<file path="src/rtl/reaction_timer_ctrl.sv">
// reaction_timer_ctrl: reaction-game sequencer with random arming delay, false-start/overflow detection and best-time tracking
module reaction_timer_ctrl #(
  parameter logic [7:0] LFSR_SEED    = 8'hA5,
  parameter int         MIN_DELAY_MS = 1000,
  parameter int         DELAY_SHIFT  = 2
) (
  input  logic        clock,
  input  logic        reset_button,
  input  logic        tick_1ms,
  input  logic        start_button,
  input  logic        stop_button,
  input  logic [15:0] digits_in,
  output logic        act,
  output logic        cnt_clear,
  output logic        led_go,
  output logic        false_start,
  output logic        timeout,
  output logic [2:0]  state_out,
  output logic [15:0] last_time,
  output logic [15:0] best_time,
  output logic        best_valid
);
  typedef enum logic [2:0] {IDLE = 3'd0, ARM = 3'd1, GO = 3'd2, DONE = 3'd3, FALSE = 3'd4, TIMEOUT = 3'd5} state_t;
  state_t state_q, state_d;
  logic start_q, stop_q, cnt_clear_q, cnt_clear_d, best_valid_q, best_valid_d;
  logic st_edge, sp_edge, at_max;
  logic [7:0] lfsr_q, lfsr_d;
  logic [16:0] wait_q, wait_d;
  logic [15:0] last_q, last_d, best_q, best_d;
  assign st_edge = start_button & ~start_q;
  assign sp_edge = stop_button & ~stop_q;
  assign at_max = digits_in == 16'h9999;
  // right-shifting Galois form of x^8+x^6+x^5+x^4+1; maximal length, so never reaches zero
  assign lfsr_d = {1'b0, lfsr_q[7:1]} ^ (lfsr_q[0] ? 8'hB8 : 8'h00);
  always_comb begin
    state_d = state_q;
    cnt_clear_d = 1'b0;
    wait_d = wait_q;
    last_d = last_q;
    best_d = best_q;
    best_valid_d = best_valid_q;
    act = 1'b0;
    case (state_q)
      IDLE, DONE, FALSE, TIMEOUT: if (st_edge) begin
        state_d = ARM;
        cnt_clear_d = 1'b1;
        wait_d = 17'(MIN_DELAY_MS) + (17'(lfsr_q) << DELAY_SHIFT);
      end
      ARM: if (sp_edge) state_d = FALSE;
        else if (tick_1ms) begin
          wait_d = wait_q - 17'd1;
          state_d = wait_q == 17'd1 ? GO : ARM;
        end
      GO: begin
        act = tick_1ms & ~sp_edge & ~at_max;
        if (sp_edge) begin
          state_d = DONE;
          last_d = digits_in;
          if (!best_valid_q || digits_in < best_q) begin
            best_d = digits_in;
            best_valid_d = 1'b1;
          end
        end else if (tick_1ms && at_max) state_d = TIMEOUT;
      end
      default: state_d = IDLE;
    endcase
  end
  always_ff @(posedge clock) begin
    if (reset_button) begin
      state_q <= IDLE;
      start_q <= 1'b1;
      stop_q <= 1'b1;
      cnt_clear_q <= 1'b0;
      lfsr_q <= LFSR_SEED;
      wait_q <= '0;
      last_q <= 16'h0000;
      best_q <= 16'h9999;
      best_valid_q <= 1'b0;
    end else begin
      state_q <= state_d;
      start_q <= start_button;
      stop_q <= stop_button;
      cnt_clear_q <= cnt_clear_d;
      lfsr_q <= lfsr_d;
      wait_q <= wait_d;
      last_q <= last_d;
      best_q <= best_d;
      best_valid_q <= best_valid_d;
    end
  end
  assign cnt_clear = cnt_clear_q;
  assign led_go = state_q == GO;
  assign false_start = state_q == FALSE;
  assign timeout = state_q == TIMEOUT;
  assign state_out = state_q;
  assign last_time = last_q;
  assign best_time = best_q;
  assign best_valid = best_valid_q;
endmodule
</file>
<file path="config.mk">
export PLATFORM = sky130hd
export DESIGN_NAME = reaction_timer_ctrl
export DESIGN_NICKNAME = d
export VERILOG_FILES = /design/src/rtl/reaction_timer_ctrl.sv
export SDC_FILE = /design/constraint.sdc
export NUM_CORES = 1
export LEC_CHECK = 0
export CAP_MARGIN = 40
export CORE_MARGIN = 5
export CORE_UTILIZATION = 50
export CTS_CLUSTER_SIZE = 12
export DETAILED_ROUTE_END_ITERATION = 6
export PLACE_DENSITY = 0.84
export SLEW_MARGIN = 40
export SYNTH_ARGS = -nofsm -noshare
export SYNTH_HDL_FRONTEND = slang
export SYNTH_SLANG_ARGS = --single-unit
</file>
<file path="constraint.sdc">
create_clock -name clock -period 2.76 [get_ports clock]
set_clock_uncertainty 0.15 [all_clocks]
set_input_delay 0.414 -clock clock [delete_from_list [all_inputs] [get_ports clock]]
set_output_delay 0.414 -clock clock [all_outputs]
set_load 0.02 [all_outputs]
</file>
Word level (Yosys, flattened, before mapping)

Cells that the tools add are included.

Input port bits: 21
Register bits: 64
Output and inout bits: 41
Word-level logic and storage cells: 59

Equality and inequality tests: 12
$lt $le $gt $ge: 1
Add/sub/neg operators: 2
Bitwise logic cells: 10
Reduce and logical (&&, ||, !) cells: 11
Multiplexer cells: 14

Operators with widths:

| cell                     | count |
|---|---|
| $mux W17                 | 3 |
| $pmux W17 S2             | 1 |
| $eq A17 B1 Y1 const B    | 1 |
| $sub A17 B1 Y17 const B  | 1 |
| $eq A16 B16 Y1 const B   | 1 |
| $lt A16 B16 Y1           | 1 |
| $mux W3                  | 5 |
| $add A10 B10 Y11 const A | 1 |
| $pmux W3 S3              | 1 |
| $mux W8                  | 1 |
| $xor A7 B8 Y8            | 1 |
| $eq A3 B2 Y1 const B     | 2 |
| $eq A3 B3 Y1 const B     | 2 |
| $ne A2 B2 Y1 const B     | 3 |
| $reduce_and A3 Y1        | 2 |
| $not A1 Y1               | 5 |
| $and A1 B1 Y1            | 4 |
| $reduce_and A4 Y1        | 1 |
| $reduce_or A4 Y1         | 1 |
| $eq A3 B1 Y1 const B     | 1 |
| $logic_not A3 Y1         | 1 |
| $ne A3 B1 Y1 const B     | 1 |
| $ne A3 B3 Y1 const B     | 1 |
| $mux W1                  | 2 |
| other kinds (7)          | 7 |

Logic depth before layout (Yosys ltp)

Depth in word-level cells: 6
Mapped depth: 8

Least setup slack after synthesis

OpenSTA, ideal clock, no wires.

Kind: flip-flop to flip-flop
Start point: register best_q[15] (netlist: best_time[15])
End point: register best_q[0] (netlist: best_time[0])
Setup time: 72 ps
Slack: 228 ps
Data arrival time: 2310 ps
Buffers on the path: 0
Stages on the path, launching flop included: 8
Period minus slack after synthesis: 2532 ps
Data required time: 2538 ps
Path through: dfxtp_1 -> inv_1 -> ha_1 -> nand4_1 -> nor3_1 -> or4b_1 -> a31oi_1 -> a2bb2oi_1

Cells in the longest elaborated chain, start to end: 3

RTL lines:

| element                     | RTL line | source |
|---|---|---|
| start, declared             | 29       | `logic [15:0] last_q, last_d, best_q, best_d;` |
| start signal, assigned      | 87       | `best_q <= best_d;` |
| $lt A16 B16 Y1              | 59       | `if (!best_valid_q \|\| digits_in < best_q) begin` |
| $logic_or A1 B1 Y1          | 59       |  |
| $reduce_and A3 Y1 (no line) | --       |  |

Every way passes these cells.
A chain may end at the register's enable or synchronous reset.

Worst setup path after layout

Start point: input digits_in[13]
End point: register best_q[11] (netlist: best_time[11])

Cells in the longest elaborated chain, start to end: 3

RTL lines:

| element                     | RTL line | source |
|---|---|---|
| start, declared             | 12       | `input logic [15:0] digits_in,` |
| $lt A16 B16 Y1              | 59       |  |
| $logic_or A1 B1 Y1          | 59       |  |
| $reduce_and A3 Y1 (no line) | --       |  |

Every way passes these cells.

==> metrics.yaml <==
worst_setup_path:
  r2r_setup_slack_ns: 0.29
  crit_required_ns: 2.87
  arrival_ns: 2.76
  critPathMaxStageDelay_ns: 0.59
  critPathMaxFanout: 10
  critPathKind: "in -> reg"
  crit_path_cell_trace: "clkdlybuf4s50_1, ha_1, a21oi_1, o21ai_0, or3_1, o31a_1, buf_4, a2bb2oi_1"
  crit_path_end_kind: "flip-flop"
  crit_slowest_cell: "clkdlybuf4s50_1"
  worstSetupStartpointType: "input port"
synthesis:
  syn_inst: 384
  synth-edff-count: 0
  synth_cell_type_count: 53
  avgSynthCellArea_sq_um: 8.25
  ys.flop_type: "dfxtp_1"
  async_flop_share: 0
  synth_nets: 423
  yosysSeqAreaShare: 0.404
  yosys_warnings: 0
  syn_area_sq_um: 3170
  synth_seq_cells: 64
routing:
  routed_wl_um: 8860
  drt-initial-drc-count: 188
  viasPerCell: 5.74
  via_count: 3205
  detail_route.first_pass.iterations: 5
  ant_nets: 0
  drc_errors: 0
  routedWlPerCell_um: 15.9
floorplan:
  placementRows: 29
  start_util: 0.508
  die_y_um: 89.6
  ioPinCount: 62
  die-area_sq_um: 8030
  coreArea_sq_um: 6240
  fp.dieW_um: 89.6
placement:
  place.detailed.hpwl_um: 6680
  place_congestion: 0.892
  dp_slack_ns: -0.241
  port_buffers: 61
timing:
  maxSlewViolCount: 0
  rsz0062_at_grt: "false"
  finalSetupTns_ns: 0
  fmax_ghz: 0.377
  tightest_slew_ns: 0.557
  timing.slew.headroom: 0.626
  fin_ws_ns: 0.107
  hold_viol_final: 0
  min_period_over_period: 0.961
  setup_viol: 0
  min_period_ns: 2.65
  whs_ns: 0.307
layout:
  nNetsFinal: 516
  diodes: 0
  area_delta_synth_final_pct: 36.3
  final_util: 0.692
  drive_gt1_frac: 0.141
global_route:
  grt_pass1_wl_um: 14300
  grt_max_degree: 37
  grt_pass1_vias: 3037
  grt_use_total: 0.231
  antenna_found_initial: 0
  gr-total-overflow: 0
cts:
  clkTransAtPathRegs_ns: 0.07
  cts-root-buf: "clkbuf_8"
  numCtsBuffers: 9
  clockBufferDepth: 2
  ctsHoldBuffers: 0
  worstSkewPairLatency_ns: 0.34
  cts_sinks: 64
  h-tree-depth: 3
  cts_tree: "built"
power_and_ir_drop:
  total_power_uw: 3110
  vdd_drop_max_uv: 764
  powerDensity_nw_per_um2: 720
  leakagePower_uw: 0.00171
hold_path:
  min-delay-path-class: "reg -> reg"
flow_run:
  drv_cap: 0
status:
  status: "complete, no violations"
[what timing repair did]
item                       CTS  global route
gates cloned                 0             0
gates resized for setup      3             2
setup endpoints to repair    1            17
pin swaps                    0             2
setup buffers                0             2
[per-stage QoR]
step	instances	instance area, sq um
final	558	4320
after global routing	558	4320
after CTS	556	4290
after detailed placement	541	4070
after global placement	541	4070
after floorplan	384	3170
[synth_stat cells, types with 7 or more instances]
| master | count | area, sq um |
|---|---|---|
| dfxtp_1 | 64 | 1280 |
| nand2_1 | 50 | 188 |
| a21oi_1 | 44 | 220 |
| inv_1 | 26 | 97.6 |
| o21ai_0 | 24 | 120 |
| nor2_1 | 22 | 82.6 |
| ha_1 | 18 | 225 |
| clkbuf_1 | 14 | 52.6 |
| nor3_1 | 11 | 55.1 |
| a22o_1 | 8 | 70.1 |
| a2bb2oi_1 | 8 | 70.1 |
| nor4_1 | 7 | 43.8 |
| xnor2_1 | 7 | 61.3 |
[where the power goes]
part	total, uW	internal (uW)	leakage (uW)	switching, uW
clock network	825	483	0.000108	342
registers	1120	1030	0.000522	91.2
logic	1160	511	0.00108	650
[registers in the layout, summed over array words and instances, names as in the netlist]
register,flops
best_time,16
best_valid,1
cnt_clear,1
last_time,16
lfsr_q,8
start_q,1
state_out,3
stop_q,1
wait_q,17
[worst paths after layout]
path	start	to	cells after the start
max	digits_in[13]	best_time[11]$_SDFFE_PP1P_	8
min	last_time[14]$_SDFFE_PP0P_	last_time[14]$_SDFFE_PP0P_	2
max reg2reg	best_time[15]$_SDFFE_PP1P_	best_time[11]$_SDFFE_PP1P_	9
min reg2reg	last_time[14]$_SDFFE_PP0P_	last_time[14]$_SDFFE_PP0P_	2
[layout make-up]
class                           instances  area, sq um
Fill cell                             479         1920
Multi-Input combinational cell        277         1750
Sequential cell                        64         1280
Timing Repair Buffer                   98          887
Clock buffer                           12          165
Inverter                               27          101
Tap cell                               77         96.3
Clock inverter                          3         40.0
[per-layer routing]
metal  track usage  routed length, um
met1         0.284               3730
met2         0.395               4440
met3        0.0547                579
met4        0.0825                110
met5             0                  0
[critical path, delay by kind of cell]
kind | cells | cell delay (ns)
fa+ha+maj | 1 | 0.28
simple gates | 1 | 0.41
compound gates | 4 | 0.84
buf+inv | 2 | 0.82
[cell families after synthesis]
logic type / after synthesis / synth area share
AND/OR/NAND/NOR: 141 / 0.231
buffers and inverters: 43 / 0.0525
AO/OA/AOI/OAI: 108 / 0.214
flip-flops: 64 / 0.404
adder cells (fa/ha/maj): 18 / 0.0711
multiplexers: 1 / 0.00316
XOR/XNOR: 9 / 0.0249
[placed cells by master (no fill, tap or decap), types with 5 or more instances in the layout]
cell             count
or2_2                6
nor2b_1              5
clkbuf_8            12
nor2_1              22
nand2_1             50
dfxtp_1             64
nor3_1              10
buf_4               37
or3_1                6
clkdlybuf4s50_1     60
a22o_1               8
o21ai_0             24
ha_1                18
inv_1               26
a2bb2oi_1            8
nor4_1               7
a21oi_1             44
nand2b_1             5
xnor2_1              7
Note: power is estimated with default switching activity, not from simulation.
